--- src/rtl/pipe_ctrl_if.sv ---
// Pipeline control bundle between the sequencer and the stages.
// master: stall/flush/new_pc out, requests in; slave: the reverse.
interface pipe_ctrl_if;
  logic        stallreq_if;
  logic        stallreq_id;
  logic        stallreq_ex;
  logic        stallreq_mem;
  logic [31:0] excepttype;
  logic [31:0] cp0_epc;
  logic [5:0]  stall;
  logic        flush;
  logic [31:0] new_pc;

  modport master (
    input  stallreq_if,
    input  stallreq_id,
    input  stallreq_ex,
    input  stallreq_mem,
    input  excepttype,
    input  cp0_epc,
    output stall,
    output flush,
    output new_pc
  );

  modport slave (
    output stallreq_if,
    output stallreq_id,
    output stallreq_ex,
    output stallreq_mem,
    output excepttype,
    output cp0_epc,
    input  stall,
    input  flush,
    input  new_pc
  );
endinterface

--- src/rtl/pipe_ctrl.sv ---
// Pipeline sequencer: stall merge, exception freeze/flush, watchdog, perf counter.
// Ports: clk, rst, bus (pipe_ctrl_if.master), wdog_fire, stall_cnt, stall_cnt_clr.
module pipe_ctrl #(
  parameter logic [31:0] EXC_VECTOR  = 32'h0000_0020,
  parameter logic [31:0] WDOG_VECTOR = 32'h0000_0040,
  parameter int          WDOG_LIMIT  = 1024,
  parameter logic [31:0] ERET_CODE   = 32'h0000_000e
) (
  input  logic        clk,
  input  logic        rst,
  pipe_ctrl_if.master bus,
  output logic        wdog_fire,
  output logic [31:0] stall_cnt,
  input  logic        stall_cnt_clr
);

  localparam int WW = $clog2(WDOG_LIMIT + 1);
  localparam logic [WW-1:0] WLAST = WW'(WDOG_LIMIT - 1);

  typedef enum logic [1:0] {
    RUN    = 2'd0,
    FREEZE = 2'd1,
    FLUSH  = 2'd2
  } state_t;

  state_t      state_q;
  state_t      state_d;
  logic [31:0] tgt_q;
  logic [31:0] tgt_d;
  logic [WW-1:0] wdog_q;
  logic [WW-1:0] wdog_d;
  logic [31:0] stall_cnt_q;
  logic [5:0]  req_stall;
  logic [5:0]  stall_c;
  logic        fire;
  logic        exc;

  assign exc = (bus.excepttype != 32'd0);

  // Deepest requesting stage wins; it stops itself and all upstream.
  always_comb begin
    req_stall = 6'b000000;
    if (bus.stallreq_mem)
      req_stall = 6'b011111;
    else if (bus.stallreq_ex)
      req_stall = 6'b001111;
    else if (bus.stallreq_id)
      req_stall = 6'b000111;
    else if (bus.stallreq_if)
      req_stall = 6'b000011;
  end

  always_comb begin
    state_d = state_q;
    tgt_d   = tgt_q;
    wdog_d  = '0;
    stall_c = 6'b000000;
    fire    = 1'b0;
    unique case (state_q)
      RUN: begin
        if (exc) begin
          // Exception outranks both stalls and a coincident watchdog.
          stall_c = 6'b111111;
          state_d = FREEZE;
          if (bus.excepttype == ERET_CODE)
            tgt_d = bus.cp0_epc;
          else
            tgt_d = EXC_VECTOR;
        end else begin
          stall_c = req_stall;
          if (req_stall != 6'b000000) begin
            if (wdog_q == WLAST) begin
              fire    = 1'b1;
              tgt_d   = WDOG_VECTOR;
              state_d = FREEZE;
            end else begin
              wdog_d = wdog_q + 1'b1;
            end
          end
        end
      end
      FREEZE: begin
        stall_c = 6'b111111;
        state_d = FLUSH;
      end
      FLUSH: begin
        state_d = RUN;
      end
      default: begin
        state_d = RUN;
      end
    endcase
  end

  always_ff @(posedge clk) begin
    if (rst) begin
      state_q <= RUN;
      tgt_q   <= 32'd0;
      wdog_q  <= '0;
    end else begin
      state_q <= state_d;
      tgt_q   <= tgt_d;
      wdog_q  <= wdog_d;
    end
  end

  always_ff @(posedge clk) begin
    if (rst || stall_cnt_clr)
      stall_cnt_q <= 32'd0;
    else if (stall_c[0] && (stall_cnt_q != 32'hFFFF_FFFF))
      stall_cnt_q <= stall_cnt_q + 32'd1;
  end

  // flush/new_pc come only from registered state.
  assign bus.stall  = stall_c;
  assign bus.flush  = (state_q == FLUSH);
  assign bus.new_pc = (state_q == FLUSH) ? tgt_q : 32'd0;
  assign wdog_fire  = fire;
  assign stall_cnt  = stall_cnt_q;

endmodule
--- src/flat_wrapper.sv ---
// flat-port wrapper written by rule: the top's interface ports become plain ports
module pipe_ctrl_flat 
#(
  parameter logic [31:0] EXC_VECTOR  = 32'h0000_0020,
  parameter logic [31:0] WDOG_VECTOR = 32'h0000_0040,
  parameter int          WDOG_LIMIT  = 1024,
  parameter logic [31:0] ERET_CODE   = 32'h0000_000e
)
  (clk, rst, wdog_fire, stall_cnt, stall_cnt_clr, bus_stallreq_if, bus_stallreq_id, bus_stallreq_ex, bus_stallreq_mem, bus_excepttype, bus_cp0_epc, bus_stall, bus_flush, bus_new_pc);
  pipe_ctrl_if bus_i ();
  input  logic clk;
  input  logic rst;
  output logic wdog_fire;
  output logic [31:0] stall_cnt;
  input  logic stall_cnt_clr;
  input wire logic [$bits(bus_i.stallreq_if)-1:0] bus_stallreq_if;
  input wire logic [$bits(bus_i.stallreq_id)-1:0] bus_stallreq_id;
  input wire logic [$bits(bus_i.stallreq_ex)-1:0] bus_stallreq_ex;
  input wire logic [$bits(bus_i.stallreq_mem)-1:0] bus_stallreq_mem;
  input wire logic [$bits(bus_i.excepttype)-1:0] bus_excepttype;
  input wire logic [$bits(bus_i.cp0_epc)-1:0] bus_cp0_epc;
  output wire logic [$bits(bus_i.stall)-1:0] bus_stall;
  output wire logic [$bits(bus_i.flush)-1:0] bus_flush;
  output wire logic [$bits(bus_i.new_pc)-1:0] bus_new_pc;
  assign bus_i.stallreq_if = bus_stallreq_if;
  assign bus_i.stallreq_id = bus_stallreq_id;
  assign bus_i.stallreq_ex = bus_stallreq_ex;
  assign bus_i.stallreq_mem = bus_stallreq_mem;
  assign bus_i.excepttype = bus_excepttype;
  assign bus_i.cp0_epc = bus_cp0_epc;
  assign bus_stall = bus_i.stall;
  assign bus_flush = bus_i.flush;
  assign bus_new_pc = bus_i.new_pc;
  pipe_ctrl #(.EXC_VECTOR(EXC_VECTOR), .WDOG_VECTOR(WDOG_VECTOR), .WDOG_LIMIT(WDOG_LIMIT), .ERET_CODE(ERET_CODE)) u_core (.clk(clk), .rst(rst), .bus(bus_i), .wdog_fire(wdog_fire), .stall_cnt(stall_cnt), .stall_cnt_clr(stall_cnt_clr));
endmodule
--- config.mk ---
export PLATFORM = sky130hd
export DESIGN_NAME = pipe_ctrl_flat
export DESIGN_NICKNAME = d
export VERILOG_FILES = /design/src/rtl/pipe_ctrl_if.sv /design/src/rtl/pipe_ctrl.sv /design/src/flat_wrapper.sv
export SDC_FILE = /design/constraint.sdc
export NUM_CORES = 1
export LEC_CHECK = 0
export BUFFER_PORTS_ARGS = -buffer_cell sky130_fd_sc_hd__buf_4
export CAP_MARGIN = 15
export CELL_PAD_IN_SITES_DETAIL_PLACEMENT = 0
export CELL_PAD_IN_SITES_GLOBAL_PLACEMENT = 1
export CORE_MARGIN = 4
export CORE_UTILIZATION = 32
export CTS_CLUSTER_SIZE = 14
export DETAILED_ROUTE_END_ITERATION = 8
export GPL_TIMING_DRIVEN = 0
export PLACE_DENSITY_LB_ADDON = 0.1
export SLEW_MARGIN = 20
export SYNTH_ARGS = -nofsm -noshare
export SYNTH_HDL_FRONTEND = slang
export SYNTH_SLANG_ARGS = --single-unit
--- constraint.sdc ---
create_clock -name clk -period 2.6 [get_ports clk]
set_input_delay 0.52 -clock clk [delete_from_list [all_inputs] [get_ports clk]]
set_output_delay 0.52 -clock clk [all_outputs]
set_load 0.005 [all_outputs]
==> results of run 1 <==
[worst max-delay path, stage by stage]
cell     delay (ps)
buf_6            90
or4_4           530
or3_4           350
o31ai_4         250
buf_6           170
inv_8            30
buf_6           100
buf_6           100
[power breakdown]
group / switching [mW] / internal [mW] / leakage (nW)
Clock: 0.480 / 0.856 / 0.158
Combinational: 0.0982 / 0.116 / 1.38
Sequential: 0.0102 / 1.19 / 0.621
Total: 0.588 / 2.16 / 2.16
[through the flow]
step | setup TNS, ps | setup slack (ps) | area, µm² | utilization, %
2_1_floorplan | 0 | 53.3 | 3700 | -
3_3_place_gp | -10010 | -372 | 4940 | 44.6
3_5_place_dp | -11490 | -433 | 4940 | 44.6
4_1_cts | -294 | -150 | 5330 | 48.1
5_1_grt | -110 | -96.6 | 5380 | 48.5
6_report | -58.3 | -58.3 | 5380 | 48.5
[what timing repair did]
| item | CTS | global route |
|---|---|---|
| setup buffers | 5 | 3 |
| resized for setup | 10 | 8 |
| pin swaps | 5 | 5 |
| setup endpoints to repair | 37 | 62 |
[worst paths after layout]
kind	depth (start not counted)	endpoint	startpoint
max reg2reg	9	u_core.stall_cnt[10]$_SDFFE_PP0P_	u_core.stall_cnt[1]$_SDFFE_PP0P_
min reg2reg	2	u_core.wdog_q[10]$_SDFF_PP0_	u_core.wdog_q[10]$_SDFF_PP0_
min	2	u_core.tgt_q[10]$_SDFFE_PP0P_	bus_cp0_epc[10]
max	8	bus_stall[1]	bus_stallreq_if
[logic make-up (layout without fill, tap and decap cells)]
family	count (synthesis)	after routing	share of synthesized area (%)
AOI/OAI and AO/OA	96	96	19.3
xor gates and xnor gates	8	8	1.89
adders and majority gates	2	2	0.676
buffers and inverters	39	203	5.14
DFF	77	77	41.7
muxes	5	5	1.35
and+or+nand+nor	185	185	29.9
[final cells by class]
| class | instances | area, µm² |
|---|---|---|
| Fill cell | 1084 | 5700 |
| Multi-Input combinational cell | 296 | 2010 |
| Sequential cell | 77 | 1540 |
| Timing Repair Buffer | 150 | 1140 |
| Clock buffer | 10 | 239 |
| Tap cell | 140 | 175 |
| Buffer | 28 | 154 |
| Clock inverter | 5 | 75.1 |
| Inverter | 10 | 45.0 |
[placed cells by master (no fill, tap or decap), drive strengths merged]
cell     Yosys  routed
a2111oi      2       2
a211oi       1       1
a21oi       25      25
a22o        30      30
a31o         2       2
a31oi        2       2
and2        37      37
and3         6       6
and4         9       9
buf         12     162
bufinv       0       2
clkbuf      17      26
clkinv       0       3
dfxtp       77      77
ha           2       2
inv         10      10
mux2i        5       5
nand2       17      17
nand2b       1       1
nand3       18      18
nand4       16      16
nor2        21      21
nor3         9       9
nor3b        1       1
nor4        16      16
nor4b        1       1
nor4bb       1       1
o211ai       1       1
o21a         3       3
o21ai        3       3
o311a        1       1
o311ai       1       1
o31a         2       2
o31ai       22      22
o41a         1       1
or2          1       1
or3         12      12
or4         19      19
xnor2        4       4
xor2         4       4
[registers in the layout, indices dropped and copies added (netlist names)]
| signal | cells |
|---|---|
| u_core.stall_cnt | 32 |
| u_core.state_q | 2 |
| u_core.tgt_q | 32 |
| u_core.wdog_q | 11 |
[metal layers]
metal  GRT usage [%]  vias up  wire, µm
li1                -     1892         -
met1            21.9     1790      5110
met2            28.9      115      5410
met3            4.13        7       785
met4            6.65        0        89
met5               0        -         0
==> run summary, run 1 <==
Cell Pwr Density -> 511 nW/µm²
Port buffer count -> 142
DRT Pass-1 Iters -> 4
Lkg Pwr -> 2.16 nW
Die area -> 13,300 µm²
IO Pins -> 143
Iteration-0 DRC Markers -> 159
Largest net degree at the start of global routing -> 13
RSZ-0062 raised after global routing -> yes
Cell Area, Synth -> 3700 µm²
Via-to-Cell Ratio -> 5.31
# nets final -> 645
Placed cells -> 694
Synth area leaders -> dfxtp_1 (42%), a22o_1 (7.1%), and2_1 (6.1%)
Via count of the routed design -> 3,804
Post-DP HPWL -> 8420 µm
H-tree levels -> 3
N_diodes -> 0
Most used flip-flop cell after synthesis -> dfxtp_1
Crit path max fanout -> 3
Routed WL -> 11,400 µm
Final hold violations -> 0
Post-Syn Instances -> 412
Post-synthesis cell type count -> 48
Total CTS buffers -> 9
Clk sinks -> 77
FP Rows -> 38
Internal reg-to-reg setup slack -> 290 ps
Post-route DRC violation count -> 0
Part of the Yosys area used for sequential elements -> 41.7%
Top-area cell type share of the netlist area -> 41.7%
Initial Util -> 33.4%
Crit path kind -> primary input to output port
Overall Power -> 2.75 mW
Setup violators final -> 1
Synthesis warning total -> 0
Gr usage total -> 17.4%
Post-Layout Cell Count -> 716
Flops & latches, synth -> 77
Critical path data arrival time -> 2140 ps
Cts hold-fix bufs -> 0
Clk_skew -> 7.59 ps
Area added between synthesis and finish -> 45.3%
First-pass GRT wire length -> 18,600 µm
Ys async rst share -> 0%
Core area -> 11,100 µm²
CTS tree -> done
Max Cap Viol -> 0
Worst slew pin tran -> 833 ps
RD Place Congestion -> 0.813
Initial antenna violation count -> 0
CP required -> 2080 ps
Max VDD drop -> 0.307 mV
Worst Hold Class -> primary input to flip-flop
Avg Cell Area, Syn -> 8.98 µm²
Syn Nets -> 485
CTS root buf -> clkbuf_16
Clock transition at the registers of the reported paths -> 60 ps
Fin crit period -> 2660 ps
PnR worst setup slack -> -58.3 ps
Share of the clock period used by the worst path -> 102%
Die X -> 116 µm
Synth area leader -> dfxtp_1
Status -> finished with violations
Vias in the first global route -> 3,871
Number of routed nets with antenna violations -> 0
EDFF count, synth -> 0
CP Capture Type -> output port
Worst hold margin -> 394 ps
Fin. max-slew vios -> 0
Failing checks -> setup timing
Top-count cell post-synth -> dfxtp_1
Congestion Overflow GR -> 0
Element type at the critical path start -> primary input
Slew HR -> 44.2%
Max Clk Rate -> 376 MHz
Most instantiated cells after synthesis -> dfxtp_1 (77), and2_1 (36), a22o_1 (30)
Worst-Skew Late Latency -> 330 ps
Routed len/inst -> 15.9 µm
Die height -> 116 µm
CTS max path bufs -> 2
Proportion of layout cells with a drive suffix above 1 -> 33.7%
Note: power is estimated with default switching activity, not from simulation.
==> inputs of run 2 (changes only) <==
- ABC_AREA: default -> 1
- CORE_UTILIZATION: 32 -> 31
==> run 2 against run 1 <==
  * The run now ends clean
  * Count of clock-buffer cells in the layout increased by 4
  * Largest cell class unchanged
  * Fmax increased by 11%
  * Critical path depth increased by 1
  * Setup slack improved by 270 ps
  * Wire length increased by 16%
  * First-iteration DRC count increased by 39%
  * Combinational power increased by 9.8%
  * Largest power group unchanged
  * Via count increased by 17%
  * Clock power decreased by 6%
  * Non-clock buffer count decreased by 8
  * Total power decreased by 2.1%
  * Sequential power about the same
==> run summary, run 2 <==
Status -> finished clean
Max Cap Viol -> 0
FP Rows -> 42
Crit path kind -> primary input to output port
Post-Syn Instances -> 658
Syn Nets -> 731
First-pass GRT wire length -> 20,900 µm
Synth area leaders -> dfxtp_1 (37%), nand2_1 (18%), nor2_1 (11%)
Flops & latches, synth -> 77
Die X -> 124 µm
Clk_skew -> 7.11 ps
Die area -> 15,300 µm²
CP required -> 2080 ps
Cell Area, Synth -> 4160 µm²
Port buffer count -> 141
N_diodes -> 0
DR top layer -> met4
Synth area leader -> dfxtp_1
Number of routed nets with antenna violations -> 0
Area added between synthesis and finish -> 38.8%
Post-CTS sizing -> 0
Lkg Pwr -> 2.23 nW
Initial Util -> 31.5%
DR WL met2 -> 6050 µm
Ys async rst share -> 0%
Vias in the first global route -> 4,252
Most frequent cells in the layout -> nand2_1 (205), buf_4 (148), nor2_1 (119)
CTS root buf -> clkbuf_16
Max VDD drop -> 0.314 mV
Worst Hold Class -> primary input to flip-flop
Top-count cell post-synth -> nand2_1
Element type at the critical path start -> primary input
Avg Cell Area, Syn -> 6.32 µm²
Post-Layout Cell Count -> 994
Commonest non-fill, non-tap cell in the layout -> nand2_1
# nets final -> 886
Routed WL -> 13,200 µm
EDFF count, synth -> 0
Clk sinks -> 77
Core Util, Final -> 43.8%
Final setup TNS -> 0 ps
Gr usage total -> 17.4%
Routed len/inst -> 13.3 µm
Iteration-0 DRC Markers -> 221
Part of the Yosys area used for sequential elements -> 37.1%
Synthesis warning total -> 0
CTS tree -> done
Fin. max-slew vios -> 0
Largest net degree at the start of global routing -> 19
Worst-Skew Late Latency -> 340 ps
Crit path max fanout -> 9
Fin crit period -> 2390 ps
RD Place Congestion -> 0.878
Die height -> 124 µm
Placed cells -> 975
Share of the clock period used by the worst path -> 92.0%
Cell Pwr Density -> 466 nW/µm²
Most used flip-flop cell after synthesis -> dfxtp_1
Via count of the routed design -> 4,469
Post-synthesis cell type count -> 26
Most instantiated cells after synthesis -> nand2_1 (205), nor2_1 (119), dfxtp_1 (77)
Worst slew pin tran -> 551 ps
Core area -> 13,200 µm²
Setup violators final -> 0
Proportion of layout cells with a drive suffix above 1 -> 22.4%
Top-area cell type share of the netlist area -> 37.1%
Fillcell total -> 1,427
Via-to-Cell Ratio -> 4.50
CTS max path bufs -> 2
H-tree levels -> 3
Met3 routed WL -> 866 µm
Final hold violations -> 0
Clock transition at the registers of the reported paths -> 60 ps
CP Capture Type -> output port
Cts hold-fix bufs -> 0
Post-DP HPWL -> 10,300 µm
Slew HR -> 63.2%
DRT Pass-1 Iters -> 6
IO Pins -> 143
Congestion Overflow GR -> 0
Initial antenna violation count -> 0
Overall Power -> 2.69 mW
Max Clk Rate -> 418 MHz
Critical path data arrival time -> 1870 ps
RSZ-0062 raised after global routing -> no
Post-route DRC violation count -> 0
Metal1 wirelength -> 6140 µm
Total CTS buffers -> 9
[run 2: changes by cell type after synthesis, sizes merged, moves of 12 or more]
cell / delta
nand2: +190
nor2: +101
inv: +50
a21oi: +42
and2: -37
a22o: -30
nand3: +27
o31ai: -22
or4: -19
nor4: -16
nand4: -12
or3: -12
[run 2: worst paths after layout]
kind                                       end                             start  slack (ps)  cells after the start
max                               bus_stall[1]                bus_excepttype[15]         210                      9
max reg2reg  u_core.stall_cnt[30]$_SDFFE_PP0P_  u_core.stall_cnt[0]$_SDFFE_PP0P_         530                      9
min              u_core.tgt_q[11]$_SDFFE_PP0P_                   bus_cp0_epc[11]         440                      3
min reg2reg        u_core.wdog_q[0]$_SDFF_PP0_       u_core.wdog_q[0]$_SDFF_PP0_         450                      1
[run 2: what timing repair did]
action	4_1_cts	5_1_grt
hold endpoints to repair	0	0
pin swaps	0	2
endpoints found under the setup margin	1	1
setup buffers	0	4
[run 2: power breakdown]
| part | leakage [nW] | switching, mW | internal [mW] | total (mW) |
|---|---|---|---|---|
| Sequential | 0.621 | 0.00709 | 1.19 | 1.19 |
| Combinational | 1.46 | 0.119 | 0.116 | 0.235 |
| Clock | 0.155 | 0.482 | 0.777 | 1.26 |
[run 2: worst max-delay path, stage by stage]
cell     delay (ps)
buf_4           110
nor2_1           90
nand2_1          70
nor2_2          190
nand2_1         120
o21ai_4         300
nand3_4         180
buf_4           170
buf_4           120
[run 2: logic make-up (layout without fill, tap and decap cells)]
group	Yosys count	in the layout	synth area share, %
AND/OR/NAND/NOR	400	400	40.0
buffers and inverters	86	246	8.66
flip-flops	77	77	37.1
AO/OA/AOI/OAI	69	69	8.63
XOR/XNOR	24	24	5.05
adder cells (fa/ha/maj)	2	2	0.601
[run 2: per-stage QoR]
stage | hold slack (ps) | cell area, µm² | worst slack, ps
6_report | 437 | 5770 | 209
5_1_grt | 437 | 5770 | 27.4
4_1_cts | 426 | 5740 | 80.0
3_5_place_dp | 437 | 5440 | -117
3_3_place_gp | 429 | 5440 | -94.2
2_1_floorplan | 418 | 4160 | 401
[run 2: final cells by class]
cell class	count	area, µm²	area share (%)
Clock inverter	2	13.8	0.238
Timing Repair Buffer	145	1090	18.9
Multi-Input combinational cell	495	2260	39.1
Inverter	60	225	3.90
Tap cell	176	220	3.81
Clock buffer	14	294	5.09
Sequential cell	77	1540	26.7
Buffer	25	131	2.28
[run 2: layer usage]
metal | global-route usage, % | vias to the layer above
met5 | 0 | -
met4 | 5.95 | 0
met3 | 3.27 | 13
met2 | 27.7 | 108
met1 | 23.7 | 1980
li1 | - | 2368
==> inputs of run 3 (changes only) <==
- CORE_ASPECT_RATIO: default -> 0.7
==> run 3 against run 2 <==
  * Largest cell class unchanged
  * Total power up 1.5%
  * Via count is 2.5% higher
  * Wire length rose by 2.9%
  * Hold slack worse by 6.1 ps
  * Critical endpoint unchanged
  * Global-route usage grew 0.38 points
==> run summary, run 3 (synthesized netlist as in run 2, its figures left out) <==
Status -> finished clean
Crit path max fanout -> 11
First-pass GRT wire length -> 22,000 µm
Worst-Skew Late Latency -> 330 ps
FP Rows -> 35
Die area -> 15,400 µm²
Number of routed nets with antenna violations -> 0
Worst slew pin tran -> 557 ps
Post-route DRC violation count -> 0
Routed WL -> 13,600 µm
Hold depth -> 4
Lkg Pwr -> 2.23 nW
Critical path data arrival time -> 1870 ps
Post-CTS sizing -> 0
Post-DP HPWL -> 11,000 µm
Worst Hold Class -> primary input to flip-flop
Largest net degree at the start of global routing -> 19
Die X -> 146 µm
DRT Pass-1 Iters -> 5
Core Util, Final -> 43.8%
Most frequent cells in the layout -> nand2_1 (205), buf_4 (148), nor2_1 (119)
Final Cell Area -> 5760 µm²
Internal reg-to-reg setup slack -> 480 ps
IO Pins -> 143
Hold path endpoint -> u_core.stall_cnt[24]$_SDFFE_PP0P_
Post-Layout Cell Count -> 982
Overall Power -> 2.73 mW
Final hold violations -> 0
Max VDD drop -> 0.274 mV
Final setup TNS -> 0 ps
Clk sinks -> 77
Via-to-Cell Ratio -> 4.66
CTS root buf -> clkbuf_16
Area added between synthesis and finish -> 38.3%
Vias in the first global route -> 4,156
CP Capture Type -> output port
Share of the clock period used by the worst path -> 92.0%
Commonest non-fill, non-tap cell in the layout -> nand2_1
Cell Pwr Density -> 474 nW/µm²
Slew HR -> 62.6%
HP Start -> stall_cnt_clr
Crit path kind -> primary input to output port
Element type at the critical path start -> primary input
Max Cap Viol -> 0
RD Place Congestion -> 0.933
Initial antenna violation count -> 0
Via count of the routed design -> 4,581
Clock transition at the registers of the reported paths -> 60 ps
CTS tree -> done
Setup violators final -> 0
Core area -> 13,100 µm²
Die height -> 105 µm
Clk_skew -> 9.28 ps
Reg2Reg Depth -> 8
Initial Util -> 31.7%
Routed len/inst -> 13.9 µm
Proportion of layout cells with a drive suffix above 1 -> 22.2%
Fin. max-slew vios -> 0
Total CTS buffers -> 9
N_diodes -> 0
R2r startpoint -> u_core.stall_cnt[2]$_SDFFE_PP0P_
Port buffer count -> 141
Congestion Overflow GR -> 0
Dpl cell area -> 5430 µm²
RSZ-0062 raised after global routing -> no
Fin crit period -> 2390 ps
# nets final -> 886
Placed cells -> 965
Max Clk Rate -> 418 MHz
Iteration-0 DRC Markers -> 333
H-tree levels -> 3
Reg2reg end -> u_core.stall_cnt[29]$_SDFFE_PP0P_
CP required -> 2080 ps
CTS max path bufs -> 2
Gr usage total -> 17.8%
run 3: changes by cell type in the layout (fill, tap and decap cells not counted), sizes merged:
cell      change
clkinvlp      +1
bufinv        +2
clkbuf        -5
run 3: repair_timing:
item	CTS	global route
pin swaps	1	1
setup endpoints to repair	1	1
buffers inserted	0	4
cloned	0	0
hold buffers	0	0
run 3: metal layers:
layer	wire length, µm	part of all wire [%]	track usage, %	up-vias
li1	-	-	-	2360
met1	7190	53	27.9	2075
met2	5300	39	24.2	134
met3	1010	7.4	4.98	12
met4	129	0.95	2.89	0
met5	0	0	0	-
run 3: critical path: stages:
cell and delay, ps:
buf_4 100, nor2_1 100, nand2_1 90, nor2_1 150, nand2_1 110, o21ai_4 290
nand3_4 200, buf_4 180, buf_4 120
run 3: area by class of cell:
cell class              count  area, µm²
plain buffers              25        131
clock buffers               9        225
clock inverters             5       77.6
fillers                  1432       7380
inverters                  60        225
multi-input cells         495       2260
flip-flops and latches     77       1540
well taps                 166        208
repair buffers            145       1090
run 3: power breakdown:
part | internal (mW) | total, mW | leakage [nW] | switching, mW
logic | 0.116 | 0.235 | 1.46 | 0.119
clock network | 0.826 | 1.30 | 0.147 | 0.474
registers | 1.19 | 1.19 | 0.621 | 0.00777
total | 2.13 | 2.73 | 2.23 | 0.601
run 3: how the worst max path moves through the flow:
stage,from,end,slack [ps],depth (start not counted)
2_1_floorplan,bus_excepttype[31],bus_stall[1],400,8
5_1_grt,bus_excepttype[15],bus_stall[1],50,9
6_report,bus_excepttype[7],bus_stall[1],210,9
3_3_place_gp,bus_excepttype[23],bus_stall[1],-80,10
4_1_cts,bus_excepttype[15],bus_stall[1],80,9
3_5_place_dp,bus_excepttype[23],bus_stall[1],-100,10
run 3: stage by stage:
stage	worst slack [ps]	hold slack, ps
floorplan	401	418
detailed placement	-98.3	443
global placement	-82.7	433
finish	209	431
CTS	81.4	426
global route	53.9	437
